File: src/rtl/mem_access_controller_pkg.sv
`default_nettype none
// ============================================================================
//  Module      : mem_access_controller_pkg
//  Description : Shared defaults, trit codes and FSM encodings for the
//                ternary memory access controller and its helpers.
//  Revision    : 1.0 - initial release
// ============================================================================
package mem_access_controller_pkg;

  // Default geometry of the ternary word memory.
  localparam int DEF_WORD_SIZE     = 9;  // trits per data word
  localparam int DEF_MEM_ADDR_SIZE = 3;  // trits per address
  localparam int DEF_LEN_W         = 4;  // burst-length field width

  // Two-bit trit codes.
  localparam logic [1:0] TRIT_ZERO    = 2'b00;
  localparam logic [1:0] TRIT_ONE     = 2'b01;
  localparam logic [1:0] TRIT_TWO     = 2'b10;
  localparam logic [1:0] TRIT_ILLEGAL = 2'b11;

  // Controller FSM states.
  typedef enum logic [2:0] {
    IDLE     = 3'd0,
    RD_ISSUE = 3'd1,
    RD_DATA  = 3'd2,
    RD_RESP  = 3'd3,
    WR_ISSUE = 3'd4,
    WR_ACK   = 3'd5,
    ERR_RESP = 3'd6
  } state_e;

  // True when any of the low n_trits trits of code carries the illegal 11 code.
  function automatic logic has_illegal_trit(input logic [63:0] code, input int n_trits);
    logic found;
    found = 1'b0;
    for (int i = 0; i < 32; i++) begin
      if (i < n_trits && code[2*i +: 2] == TRIT_ILLEGAL) found = 1'b1;
    end
    return found;
  endfunction

endpackage
`default_nettype wire

File: src/rtl/ternary_incrementer.sv
`default_nettype none
// ============================================================================
//  Module      : ternary_incrementer
//  Description : Combinational N-trit +1 with ripple carry. A trit coded 11
//                is treated as 2 when it receives a carry; trits without an
//                incoming carry pass through unchanged.
//  Revision    : 1.0 - initial release
// ============================================================================
module ternary_incrementer
  import mem_access_controller_pkg::*;
#(
  parameter int N = 3
) (
  input  logic [2*N-1:0] value,
  output logic [2*N-1:0] sum,
  output logic           carry_out
);

  logic [N:0] carry;

  assign carry[0] = 1'b1;

  for (genvar gi = 0; gi < N; gi++) begin : g_trit
    logic [1:0] trit;
    logic       saturated;
    assign trit      = value[2*gi +: 2];
    assign saturated = (trit >= TRIT_TWO);
    assign sum[2*gi +: 2] = !carry[gi] ? trit :
                            saturated  ? TRIT_ZERO : (trit + 2'd1);
    assign carry[gi+1]    = carry[gi] & saturated;
  end

  assign carry_out = carry[N];

endmodule
`default_nettype wire

File: src/rtl/mem_access_controller.sv
`default_nettype none
// ============================================================================
//  Module      : mem_access_controller
//  Description : Initiator-side controller for the ternary word memory.
//                Single-word writes and burst reads over valid/ready, with
//                fully registered memory strobes and response outputs.
//                Optional macro MEM_ACCESS_CONTROLLER_TRIT_CHECK_EN rejects
//                requests carrying an illegal 11 trit with resp_error.
//  Revision    : 1.0 - initial release
// ============================================================================
module mem_access_controller
  import mem_access_controller_pkg::*;
#(
  parameter int WORD_SIZE     = DEF_WORD_SIZE,
  parameter int MEM_ADDR_SIZE = DEF_MEM_ADDR_SIZE,
  parameter int LEN_W         = DEF_LEN_W
) (
  input  logic                       clock,
  input  logic                       reset,
  input  logic                       req_valid,
  output logic                       req_ready,
  input  logic                       req_write,
  input  logic [2*MEM_ADDR_SIZE-1:0] req_addr,
  input  logic [2*WORD_SIZE-1:0]     req_wdata,
  input  logic [LEN_W-1:0]           req_len,
  output logic                       resp_valid,
  input  logic                       resp_ready,
  output logic [2*WORD_SIZE-1:0]     resp_rdata,
  output logic                       resp_last,
  output logic                       resp_error,
  output logic                       mem_read_enable,
  output logic                       mem_write_enable,
  output logic [2*MEM_ADDR_SIZE-1:0] mem_address,
  output logic [2*WORD_SIZE-1:0]     mem_data_in,
  input  logic [2*WORD_SIZE-1:0]     mem_data_out
);

  localparam int AW = 2*MEM_ADDR_SIZE;
  localparam int DW = 2*WORD_SIZE;

  state_e          state_q, state_d;
  logic [AW-1:0]   addr_q, addr_d;
  logic [LEN_W-1:0] remaining_q, remaining_d;
  logic [DW-1:0]   rdata_q, rdata_d;

  logic            req_ready_q, req_ready_d;
  logic            resp_valid_q, resp_valid_d;
  logic            resp_last_q, resp_last_d;
  logic            mem_read_enable_q, mem_read_enable_d;
  logic            mem_write_enable_q, mem_write_enable_d;
  logic [AW-1:0]   mem_address_q, mem_address_d;
  logic [DW-1:0]   mem_data_in_q, mem_data_in_d;

  logic [AW-1:0]   addr_inc;
  logic            addr_wrap_unused;
  logic            accept;
  logic            bad_req;

  // Next burst address; wrap from 222 to 000 is silent.
  ternary_incrementer #(
    .N (MEM_ADDR_SIZE)
  ) u_addr_inc (
    .value     (addr_q),
    .sum       (addr_inc),
    .carry_out (addr_wrap_unused)
  );

  assign accept = req_valid && req_ready_q;

`ifdef MEM_ACCESS_CONTROLLER_TRIT_CHECK_EN
  assign bad_req = has_illegal_trit(64'(req_addr), MEM_ADDR_SIZE) ||
                   (req_write && has_illegal_trit(64'(req_wdata), WORD_SIZE));
`else
  assign bad_req = 1'b0;
`endif

  // Next-state and next-output computation; outputs follow the next state so
  // every external output comes straight from a flop.
  always_comb begin
    state_d     = state_q;
    addr_d      = addr_q;
    remaining_d = remaining_q;
    rdata_d     = rdata_q;

    case (state_q)
      IDLE: begin
        if (accept) begin
          addr_d      = req_addr;
          remaining_d = (req_len == '0) ? LEN_W'(1) : req_len;
          if (bad_req) begin
            state_d = ERR_RESP;
            rdata_d = '0;
          end else if (req_write) begin
            state_d = WR_ISSUE;
          end else begin
            state_d = RD_ISSUE;
          end
        end
      end
      RD_ISSUE: state_d = RD_DATA;
      RD_DATA: begin
        rdata_d = mem_data_out;
        state_d = RD_RESP;
      end
      RD_RESP: begin
        if (resp_ready) begin
          if (remaining_q > LEN_W'(1)) begin
            addr_d      = addr_inc;
            remaining_d = remaining_q - LEN_W'(1);
            state_d     = RD_ISSUE;
          end else begin
            state_d = IDLE;
          end
        end
      end
      WR_ISSUE: begin
        rdata_d = '0;
        state_d = WR_ACK;
      end
      WR_ACK, ERR_RESP: begin
        if (resp_ready) state_d = IDLE;
      end
      default: state_d = IDLE;
    endcase

    req_ready_d        = (state_d == IDLE);
    mem_read_enable_d  = (state_d == RD_ISSUE);
    mem_write_enable_d = (state_d == WR_ISSUE);
    mem_address_d      = (state_d == RD_ISSUE || state_d == WR_ISSUE) ? addr_d : '0;
    // WR_ISSUE is only ever entered from an accepting IDLE cycle.
    mem_data_in_d      = (state_d == WR_ISSUE) ? req_wdata : '0;
    resp_valid_d       = (state_d == RD_RESP) || (state_d == WR_ACK) || (state_d == ERR_RESP);
    resp_last_d        = (state_d == RD_RESP) ? (remaining_d == LEN_W'(1)) :
                         ((state_d == WR_ACK) || (state_d == ERR_RESP));
  end

  // State and registered outputs; reset drops everything immediately.
  always_ff @(posedge clock or negedge reset) begin
    if (!reset) begin
      state_q            <= IDLE;
      addr_q             <= '0;
      remaining_q        <= '0;
      rdata_q            <= '0;
      req_ready_q        <= 1'b0;
      resp_valid_q       <= 1'b0;
      resp_last_q        <= 1'b0;
      mem_read_enable_q  <= 1'b0;
      mem_write_enable_q <= 1'b0;
      mem_address_q      <= '0;
      mem_data_in_q      <= '0;
    end else begin
      state_q            <= state_d;
      addr_q             <= addr_d;
      remaining_q        <= remaining_d;
      rdata_q            <= rdata_d;
      req_ready_q        <= req_ready_d;
      resp_valid_q       <= resp_valid_d;
      resp_last_q        <= resp_last_d;
      mem_read_enable_q  <= mem_read_enable_d;
      mem_write_enable_q <= mem_write_enable_d;
      mem_address_q      <= mem_address_d;
      mem_data_in_q      <= mem_data_in_d;
    end
  end

`ifdef MEM_ACCESS_CONTROLLER_TRIT_CHECK_EN
  logic resp_error_q, resp_error_d;

  assign resp_error_d = (state_d == ERR_RESP);

  // Error flag accompanies the single rejection response.
  always_ff @(posedge clock or negedge reset) begin
    if (!reset) resp_error_q <= 1'b0;
    else        resp_error_q <= resp_error_d;
  end

  assign resp_error = resp_error_q;
`else
  assign resp_error = 1'b0;
`endif

  assign req_ready        = req_ready_q;
  assign resp_valid       = resp_valid_q;
  assign resp_rdata       = rdata_q;
  assign resp_last        = resp_last_q;
  assign mem_read_enable  = mem_read_enable_q;
  assign mem_write_enable = mem_write_enable_q;
  assign mem_address      = mem_address_q;
  assign mem_data_in      = mem_data_in_q;

endmodule
`default_nettype wire
File: config.mk
export PLATFORM = sky130hd
export DESIGN_NAME = mem_access_controller
export DESIGN_NICKNAME = d
export VERILOG_FILES = /design/src/rtl/mem_access_controller_pkg.sv /design/src/rtl/ternary_incrementer.sv /design/src/rtl/mem_access_controller.sv
export SDC_FILE = /design/constraint.sdc
export NUM_CORES = 1
export LEC_CHECK = 0
export ABC_AREA = 1
export CORE_MARGIN = 4
export CORE_UTILIZATION = 40
export CTS_CLUSTER_DIAMETER = 100
export CTS_CLUSTER_SIZE = 30
export DETAILED_ROUTE_END_ITERATION = 10
export GPL_ROUTABILITY_DRIVEN = 1
export HOLD_SLACK_MARGIN = 0.06
export PLACE_DENSITY = 0.76
export SETUP_SLACK_MARGIN = 0.3
export SYNTH_ARGS = -nofsm -noshare
export SYNTH_HDL_FRONTEND = slang
export SYNTH_HIERARCHICAL = 1
export SYNTH_SLANG_ARGS = --single-unit
File: constraint.sdc
create_clock -name clock -period 1.5 [get_ports clock]
set_clock_uncertainty 0.15 [all_clocks]
set_input_delay 0.15 -clock clock [delete_from_list [all_inputs] [get_ports clock]]
set_output_delay 0.15 -clock clock [all_outputs]
set_load 0.05 [all_outputs]
# Word-level counts from Yosys, hierarchy flattened
# Index checks and enable logic that the tools add are counted.
dict set report op_classes {
  addsub 4
  n_mux 24
  bitwise 1
  n_eq_ne 12
  n_reduce_logical 10
  order_cmp 4
}
# cell n
set op_table {}
lappend op_table {{case mux 18 bit (2 select lines)} 1}
lappend op_table {{two-way mux 6 bit} 4}
lappend op_table {{equality test 3 bit, second input constant} 6}
lappend op_table {{two-way mux 18 bit} 1}
lappend op_table {{case mux 3 bit (6 select lines)} 1}
lappend op_table {{two-way mux 4 bit} 4}
lappend op_table {{two-way mux 3 bit} 4}
lappend op_table {{case mux 6 bit (2 select lines)} 1}
lappend op_table {{two-way mux 2 bit} 5}
lappend op_table {{equality test 3 x 2 -> 1 bit, second input constant} 3}
lappend op_table {{case mux 4 bit (2 select lines)} 1}
lappend op_table {{adder 2 x 1 -> 2 bit, second input constant} 3}
lappend op_table {{equality test 3 x 1 -> 1 bit, second input constant} 2}
lappend op_table {{>= comparator 2 bit, second input constant} 3}
lappend op_table {{zero test 3 bit} 2}
lappend op_table {{equality test 4 x 1 -> 1 bit, second input constant} 1}
lappend op_table {{> comparator 4 x 1 -> 1 bit, second input constant} 1}
lappend op_table {{zero test 4 bit} 1}
lappend op_table {{logical OR 1 bit} 4}
lappend op_table {{subtractor 4 x 1 -> 4 bit, second input constant} 1}
lappend op_table {{two-way mux 1 bit} 2}
lappend op_table {{nonzero test 2 bit} 1}
lappend op_table {{OR reduction 2 bit} 1}
lappend op_table {{bitwise AND 1 bit} 1}
lappend op_table {{logical AND 1 bit} 1}
dict set report word_totals {
  ff_bits 60
  inputBits 51
  word_cells 66
  output_inout_bits 48
}

# Longest topological paths before layout
# Gate-level depths: netlist of the first run.
dict set report depth {
  ltp_word 7
  depth_mapped 13
  mapped_depth_nobuf 13
}

# By module
# The synthesis of the first run kept the hierarchy.
# mod area_each_um2 seq_area_each_um2 cells_each n_inst
set modules_own_cells {}
lappend modules_own_cells {mem_access_controller 2585.0 1501.4 289 1}
lappend modules_own_cells {ternary_incrementer 86.3 0.0 22 1}

# Worst setup path before layout of the first run
# Ideal clock, no wire load.
dict set report synth_timing {
  path_type {flip-flop to flip-flop}
  start {reg req_ready_q (netlist: req_ready)}
  end {reg resp_last_q (netlist: resp_last)}
  synth_period_minus_slack_ns 1.824
  t_required_ns 1.228
  n_path_buf 0
  path_slack_ns -0.324
  setup_time_ns 0.122
  arrival_ns 1.552
  path_stages_with_launch 10
  cell_sequence {dfrtp_1 -> nand2_1 -> nand2_1 -> inv_1 -> nor2_4 -> nand2_4 -> a21oi_1 -> nor2_1 -> nand3_1 -> nand2_1}
}
dict set report synth_between {
  elab_chain_cells 6
  elab_cells_between_ends 11
  classes_between {4 x eq/ne; 5 x mux; 2 x reduce/logical}
}
# item line
set synth_lines {}
lappend synth_lines {{start, declared} mem_access_controller.sv:46} ;# logic req_ready_q, req_ready_d;
lappend synth_lines {{start signal, assigned} mem_access_controller.sv:156} ;# req_ready_q <= req_ready_d;
lappend synth_lines {{logical AND 1 bit *} mem_access_controller.sv:68} ;# assign accept = req_valid && req_ready_q;
lappend synth_lines {{two-way mux 3 bit} mem_access_controller.sv:87} ;# if (accept) begin
lappend synth_lines {{case mux 3 bit (6 select lines)} mem_access_controller.sv:85} ;# case (state_q)
lappend synth_lines {{equality test 3 bit} mem_access_controller.sv:134} ;# ((state_d == WR_ACK) || (state_d == ERR_RESP));
lappend synth_lines {{logical OR 1 bit} mem_access_controller.sv:134}
lappend synth_lines {{two-way mux 1 bit *} mem_access_controller.sv:133} ;# resp_last_d = (state_d == RD_RESP) ? (remaining_d == LEN_W'(1)) :
lappend synth_lines {{via resp_last_d} mem_access_controller.sv:48} ;# logic resp_last_q, resp_last_d;
lappend synth_lines {{end signal, assigned} mem_access_controller.sv:158} ;# resp_last_q <= resp_last_d;
lappend synth_lines {{end, declared} mem_access_controller.sv:48}
# Mark *: on every way through the listed nets, which the timed path passes. The rest lies on a longest branch.
# A chain may end at the register's enable or synchronous reset.

# Worst setup path after layout of the first run
dict set report layout_timing {
  start {reg remaining_q[3]}
  end {reg mem_read_enable_q (netlist: mem_read_enable)}
}
dict set report layout_between {
  elab_chain_cells 5
}
# item line
set layout_lines {}
lappend layout_lines {{start, declared} mem_access_controller.sv:43} ;# logic [LEN_W-1:0] remaining_q, remaining_d;
lappend layout_lines {{start signal, assigned} mem_access_controller.sv:154} ;# remaining_q <= remaining_d;
lappend layout_lines {{> comparator 4 x 1 -> 1 bit} mem_access_controller.sv:107} ;# if (remaining_q > LEN_W'(1)) begin
lappend layout_lines {{two-way mux 1 bit} mem_access_controller.sv:107}
lappend layout_lines {{two-way mux 3 bit} mem_access_controller.sv:106} ;# if (resp_ready) begin
lappend layout_lines {{case mux 3 bit (6 select lines)} mem_access_controller.sv:85}
lappend layout_lines {{via state_d[0]} mem_access_controller.sv:41} ;# state_e state_q, state_d;
lappend layout_lines {{equality test 3 x 1 -> 1 bit} mem_access_controller.sv:127} ;# mem_read_enable_d = (state_d == RD_ISSUE);
lappend layout_lines {{via mem_read_enable_d} mem_access_controller.sv:49} ;# logic mem_read_enable_q, mem_read_enable_d;
lappend layout_lines {{end signal, assigned} mem_access_controller.sv:159} ;# mem_read_enable_q <= mem_read_enable_d;
lappend layout_lines {{end, declared} mem_access_controller.sv:49}
# The timed path passes the listed nets, and every way through them passes these cells.

==> results.txt, run 1 <==
----------------------------------------------------
[Outcome]
  Status ... complete, but fails checks
  Failing checks ... negative setup slack

[Floorplanning]
  Boundary Pins ... 99
  Core Box Area ... 0.00642 sq mm
  Initial core utilization ... 41.5%
  Floorplan die height ... 89.6 microns
  Die width ... 89.6 microns
  Row count ... 29
  Die area ... 0.00803 sq mm

[Critical path]
  Classification of the worst setup path ... flop to flop
  Most used cell along the critical path ... nand2_2
  Highest cell delay on the worst timing path ... 0.41 ns
  Start point of the critical path ... remaining_q[3]
  Crit path cell chain ... nor2_2 > nand3_2 > nand2_2 > inv_2 > nor3_4 > nand2_2 > nor3b_2
  Cell with the biggest individual delay on the critical path ... dfrtp_1
  Worst reg2reg setup slack ... -0.23 ns
  Startpoint of the lowest-slack register-to-register path ... remaining_q[3]
  Crit-path max FO ... 3
  Worst Setup Start Kind ... flop
  CP endpoint kind ... flop
  Crit path max-delay family ... simple AND/OR/NAND/NOR gates
  Number of buffer and inverter instances along the worst setup path ... 1
  Crit path arrival time ... 1.78 ns
  CP required ... 1.56 ns

[Power]
  Share of total power in combinational logic ... 65.7%
  Reg power frac ... 22.0%
  Internal power component ... 6.81 mW
  Share of total power consumed by net switching ... 44.8%
  Static leakage ... 2.74 nW
  Clk pwr share ... 12.2%
  Worst vdd ir ... 0.974 mV
  Cell Pwr Density ... 2240 mW/mm^2
  Switching Power ... 5.54 mW

[Synthesis]
  Post-synthesis net count ... 362
  Warnings from Yosys ... 6
  Post-synthesis instance area ... 0.00266 sq mm
  Average size of a mapped cell ... 8.62 sq um
  Number of instances in the synthesized netlist ... 309

[Detailed routing]
  Total DRC errors in the routed layout ... 0
  Routed wire length per instance ... 18.7 microns
  First-iteration detailed-routing DRC count ... 91
  Total routed wirelength ... 10.5 mm
  Total iterations of the first detailed-routing run ... 4
  Count of nets left with antenna violations after detail routing ... 0
  Via/cell ratio ... 5.13
  Vias after detailed routing ... 2891

[Global routing]
  Global-route wire length before repair ... 13.5 mm
  Initial antenna violation count ... 0
  Overall track demand over capacity in global routing ... 22.4%
  Via count of the first global-routing pass ... 2831
  Pin count of the biggest net entering global routing ... 61
  Remaining Overflow, GRT ... 0

[Clocking]
  CTS clock-pin slew for the worst setup and hold paths ... 0.07 ns
  Clock Sink Count ... 60
  CTS HTree Levels ... 3
  Number of buffers on the longest clock path ... 2
  TritonCTS clock tree ... built
  Clk_lat worst skew ... 0.33 ns
  CTS Root Buffer Type ... clkbuf_8
  Number of buffers added by the clock tree synthesis step ... 9

[Final layout]
  Nets ... 534
  Count of filler cells inserted in the layout ... 283
  Multi-input combinational cell area ... 0.00139 sq mm
  Final Core Density ... 86.0%
  Count of antenna diodes in the layout ... 0
  FF/Latch Area ... 0.00151 sq mm
  Area of all placed cells without fillers ... 0.00552 sq mm
  Layout cell share with drive strength beyond 1 ... 50.4%
  Layout overhead on the synthesized area ... 107%

[Placement]
  Final estimated routing congestion in global placement ... 0.941
  Post-DP Area ... 0.00450 sq mm
  Half-perimeter wire length of the detailed placement result ... 5.47 mm
  Port bufs ... 97

[STA]
  Final worst-path cycle share ... 115%
  Worst setup margin ... -0.226 ns
  RSZ-0062 raised after global routing ... true
  FMAX ... 579 MHz
  Final critical-path required period ... 1.73 ns
  Final setup violating endpoints ... 57
  Final Slew Violations ... 0
  Hold Vio Cnt, Final ... 0

[Hold path]
  Worst Hold Class ... input port to flop
  Hold Startpoint ... req_wdata[0]

[Run]
  # Max-Cap Violations ... 0

----------------------------------------------------
## path summary, 6_finish.rpt
| check | end | depth (start not counted) |
|---|---|---|
| worst max-delay path | mem_read_enable | 7 |
| worst min register to register | addr_q[5] | 2 |
| worst min-delay path | mem_data_in[0] | 3 |
| worst max register to register | mem_read_enable | 7 |
| max in group asynchronous | mem_data_in[14] | 3 |
| min in group asynchronous | mem_address[3] | 3 |
## flip-flops by register name, summed over array words and instances, names as in the netlist
register / count
mem_read_enable: 1
addr_q: 6
remaining_q: 4
resp_rdata: 18
resp_last: 1
state_q: 3
mem_write_enable: 1
req_ready: 1
resp_valid: 1
mem_data_in: 18
mem_address: 6
## worst register-to-register path, delay by kind of cell, from the launching register on
family | cells | cell delay [ns]
flops | 1 | 0.41
simple gates | 6 | 0.98
buf+inv | 1 | 0.06
## layout make-up
type,count,area share [%]
clock inverter,4,0.861
timing repair buffer,164,37.8
clock buffer,12,2.81
timing repair inverter,2,0.499
multi-input combinational,194,25.2
tap,77,1.74
inverter,50,3.83
sequential,60,27.3
## routing by layer
| metal | vias to the layer above | part of all wire, % | global-route usage (%) |
|---|---|---|---|
| met5 | - | 0 | 0 |
| met4 | 0 | 5.5 | 11.9 |
| met3 | 40 | 5.6 | 5.29 |
| met2 | 113 | 54 | 38.6 |
| met1 | 1437 | 35 | 25.7 |
| li1 | 1301 | - | - |
## power groups by stage
stage          clock [mW]  sequential (mW)  combinational [mW]
3_3_place_gp            0             2.63                5.51
2_1_floorplan           0             3.67                1.80
6_report             1.51             2.72                8.12
3_5_place_dp            0             2.65                5.65
5_1_grt              1.62             2.76                8.50
4_1_cts              1.52             2.65                6.72
## cell usage in the layout, fill, tap and decap left out, drive strengths merged, types with 5 or more instances in the layout
master           n
buf            114
nand2           90
dfrtp           60
inv             51
clkdlybuf4s50   48
nor2            41
nand3           28
clkbuf          12
a21oi            7
o21ai            5
## through the flow
stage	cells	power, mW	hold WS [ns]	setup slack, ns	setup TNS (ns)
after floorplan	309	5.47	-0.296	-0.0610	-0.381
final	563	12.4	0.183	-0.226	-8.87
after global routing	563	12.9	0.165	-0.319	-12.85
after CTS	540	10.9	0.164	-0.137	-4.21
after detailed placement	507	8.30	0.0305	-0.288	-6.72
after global placement	507	8.14	0.0279	-0.229	-4.62
## timing repair
item                                   CTS  global route
gates cloned                             4             1
resized for setup                       57            70
endpoints found under the hold margin   60             0
setup endpoints to repair               96           104
setup buffers                           12            22
pin swaps                               14            26
hold buffers                             1             0
No activity file was read; power rests on OpenSTA's default activity.
==> run 2: changes to the inputs <==
--- a/config.mk
+++ b/config.mk
@@ -6,7 +6,8 @@
 export NUM_CORES = 1
 export LEC_CHECK = 0
 export ABC_AREA = 1
-export CORE_MARGIN = 4
+export CAP_MARGIN = 0
+export CORE_MARGIN = 8
 export CORE_UTILIZATION = 40
 export CTS_CLUSTER_DIAMETER = 100
 export CTS_CLUSTER_SIZE = 30
==> results.txt, run 2 (synthesis gave the netlist of run 1 again) <==
----------------------------------------------------
[Outcome]
  Status ... complete, but fails checks (unchanged)
  Failing checks ... negative setup slack (unchanged)

[STA]
  Final critical-path required period ... 1.67 ns (was 1.73 ns)
  Worst setup margin ... -0.175 ns (was -0.226 ns)
  FMAX ... 597 MHz (was 579 MHz)
  Final setup violating endpoints ... 35 (was 57)
  Final worst-path cycle share ... 112% (was 115%)
  Hold Vio Cnt, Final ... 0 (unchanged)
  Final Slew Violations ... 0 (unchanged)
  RSZ-0062 raised after global routing ... true (unchanged)
  Final-layout worst hold slack ... 0.179 ns (was 0.183 ns)

[Run]
  # Max-Cap Violations ... 0 (unchanged)

[Final layout]
  Layout cell share with drive strength beyond 1 ... 41.9% (was 50.4%)
  Commonest non-fill, non-tap cell in the layout ... nand2_1 (was dfrtp_1)
  Layout overhead on the synthesized area ... 94.3% (was 107%)
  Count of antenna diodes in the layout ... 0 (unchanged)
  Filler-free cell count of the finished design ... 540 (was 563)
  Nets ... 511 (was 534)
  Final Core Density ... 81.1% (was 86.0%)
  Commonest cells after routing, fill and taps aside ... nand2_1 (73), dfrtp_1 (58), buf_12 (50) (was dfrtp_1 (57), nand2_1 (55), buf_12 (53))

[Clocking]
  Clock Sink Count ... 60 (unchanged)
  Clk_lat worst skew ... 0.34 ns (was 0.33 ns)
  TritonCTS clock tree ... built (unchanged)
  Number of buffers added by the clock tree synthesis step ... 9 (unchanged)
  Number of buffers on the longest clock path ... 2 (unchanged)
  CTS Root Buffer Type ... clkbuf_8 (unchanged)
  CTS HTree Levels ... 3 (unchanged)
  CTS clock-pin slew for the worst setup and hold paths ... 0.07 ns (about the same)

[Power]
  Cell Pwr Density ... 2090 mW/mm^2 (was 2240 mW/mm^2)
  Share of total power in combinational logic ... 59.9% (was 65.7%)
  Internal power component ... 6.19 mW (was 6.81 mW)
  Clk pwr share ... 15.7% (was 12.2%)
  Power Total ... 10.8 mW (was 12.4 mW)
  Share of total power consumed by net switching ... 42.8% (was 44.8%)
  Reg power frac ... 24.4% (was 22.0%)
  Switching Power ... 4.63 mW (was 5.54 mW)
  Worst vdd ir ... 1.94 mV (was 0.974 mV)
  Static leakage ... 2.58 nW (was 2.74 nW)

[Critical path]
  Crit path arrival time ... 1.76 ns (was 1.78 ns)
  Worst setup path end ... resp_last (was mem_read_enable)
  Start point of the critical path ... state_q[0] (was remaining_q[3])
  Worst Setup Start Kind ... flop (unchanged)
  Cell with the biggest individual delay on the critical path ... dfrtp_2 (was dfrtp_1)
  Number of logic stages on the critical path including buffering ... 10 (was 7)
  Crit path max-delay family ... simple AND/OR/NAND/NOR gates (unchanged)
  CP endpoint kind ... flop (unchanged)
  Worst reg2reg setup slack ... -0.17 ns (was -0.23 ns)
  Startpoint of the lowest-slack register-to-register path ... state_q[0] (was remaining_q[3])
  Worst reg2reg path endpoint ... resp_last (was mem_read_enable)
  Crit-path max FO ... 9 (was 3)
  Count of cells along the worst register-to-register path ... 10 (was 7)
  Crit path cell chain ... buf_6 > nand2_2 > nor2_4 > nand2_2 > inv_2 > nand2_1 > nand3_2 > nor2_2 > nand3_1 > nand2_1 (was nor2_2 > nand3_2 > nand2_2 > inv_2 > nor3_4 > nand2_2 > nor3b_2)
  Classification of the worst setup path ... flop to flop (unchanged)
  Number of buffer and inverter instances along the worst setup path ... 2 (was 1)
  CP required ... 1.58 ns (was 1.56 ns)
  Highest cell delay on the worst timing path ... 0.43 ns (was 0.41 ns)

[Floorplanning]
  Die area ... 0.00953 sq mm (was 0.00803 sq mm)
  Boundary Pins ... 99 (unchanged)
  Initial core utilization ... 41.7% (was 41.5%)
  Die width ... 97.6 microns (was 89.6 microns)
  Floorplan die height ... 97.6 microns (was 89.6 microns)
  Core Box Area ... 0.00639 sq mm (was 0.00642 sq mm)
  Row count ... 29 (unchanged)

[Detailed routing]
  Total iterations of the first detailed-routing run ... 5 (was 4)
  Count of nets left with antenna violations after detail routing ... 0 (unchanged)
  Total routed wirelength ... 8.50 mm (was 10.5 mm)
  Routed wire length per instance ... 15.7 microns (was 18.7 microns)
  Total DRC errors in the routed layout ... 0 (unchanged)
  Vias after detailed routing ... 2585 (was 2891)
  First-iteration detailed-routing DRC count ... 78 (was 91)
  Via/cell ratio ... 4.79 (was 5.13)

[Global routing]
  Remaining Overflow, GRT ... 0 (unchanged)
  Via count of the first global-routing pass ... 2705 (was 2831)
  Initial antenna violation count ... 0 (unchanged)
  Overall track demand over capacity in global routing ... 17.3% (was 22.4%)
  Pin count of the biggest net entering global routing ... 61 (unchanged)
  Global-route wire length before repair ... 13.3 mm (was 13.5 mm)

[Placement]
  Port bufs ... 97 (unchanged)
  Final estimated routing congestion in global placement ... 0.897 (was 0.941)
  Cell count after placement ... 502 (was 507)
  Half-perimeter wire length of the detailed placement result ... 5.70 mm (was 5.47 mm)

[Hold path]
  Worst Hold Class ... input port to flop (unchanged)

----------------------------------------------------
==> run 2: through the flow <==
step / area [sq um] / setup TNS, ns / setup slack (ns)
CTS: 5080 / -1.15 / -0.147
floorplan: 2720 / -0.381 / -0.0610
finish: 5180 / -1.91 / -0.175
global route: 5180 / -4.33 / -0.277
global placement: 4440 / -5.28 / -0.211
detailed placement: 4440 / -7.19 / -0.258
==> run 2: worst min-delay path by stage <==
stage | depth (start not counted) | start | slack (ns) | end
after detailed placement | 2 | reset | 0.03 | mem_address[3]
after CTS | 3 | req_wdata[16] | 0.17 | mem_data_in[16]
after global placement | 2 | reset | 0.03 | mem_address[1]
after global routing | 3 | req_wdata[16] | 0.19 | mem_data_in[16]
final | 3 | req_wdata[16] | 0.18 | mem_data_in[16]
after floorplan | 0 | reset | -0.30 | addr_q[0]
==> run 2: cell type report <==
| class | instances | area [sq um] |
|---|---|---|
| tap | 77 | 96.3 |
| timing repair buffer | 144 | 1920 |
| clock inverter | 4 | 70.1 |
| sequential | 60 | 1500 |
| clock buffer | 12 | 165 |
| inverter | 50 | 200 |
| fill | 353 | 1210 |
| multi-input combinational | 193 | 1220 |
==> run 2: repair_timing <==
action | CTS | global route
pin swaps | 13 | 12
hold endpoints to repair | 60 | 0
gates resized for setup | 64 | 21
gates cloned | 3 | 0
setup endpoints to repair | 102 | 107
buffers inserted | 14 | 4
hold buffers | 1 | 0
==> run 2: power by group through the flow <==
stage	Sequential (mW)	Clock (mW)	Combinational (mW)
after floorplan	3.67	0	1.80
after global placement	2.63	0	5.41
after detailed placement	2.65	0	5.52
after CTS	2.63	1.73	6.14
after global routing	2.70	1.80	6.86
final	2.64	1.70	6.48
==> run 2: tightest hold or removal path, cell delays in order <==
cell	delay, ns
clkdlybuf4s50_1	0.39
inv_1	0.05
nor2_1	0.04
==> run 2: layer usage <==
layer / share of wire, % / wire [microns] / track usage (%)
met1: 38 / 3250 / 17.9
met2: 52 / 4440 / 30.0
met3: 6.5 / 554 / 5.97
met4: 3.0 / 255 / 8.97
met5: 0 / 0 / 0
==> run 3: changes to the inputs <==
--- a/config.mk
+++ b/config.mk
@@ -12,7 +12,7 @@
 export CTS_CLUSTER_DIAMETER = 100
 export CTS_CLUSTER_SIZE = 30
 export DETAILED_ROUTE_END_ITERATION = 10
-export GPL_ROUTABILITY_DRIVEN = 1
+export GPL_ROUTABILITY_DRIVEN = 0
 export HOLD_SLACK_MARGIN = 0.06
 export PLACE_DENSITY = 0.76
 export SETUP_SLACK_MARGIN = 0.3
==> results of run 3 <==
The final DEF is identical to that of run 2; final timing and power are the same.
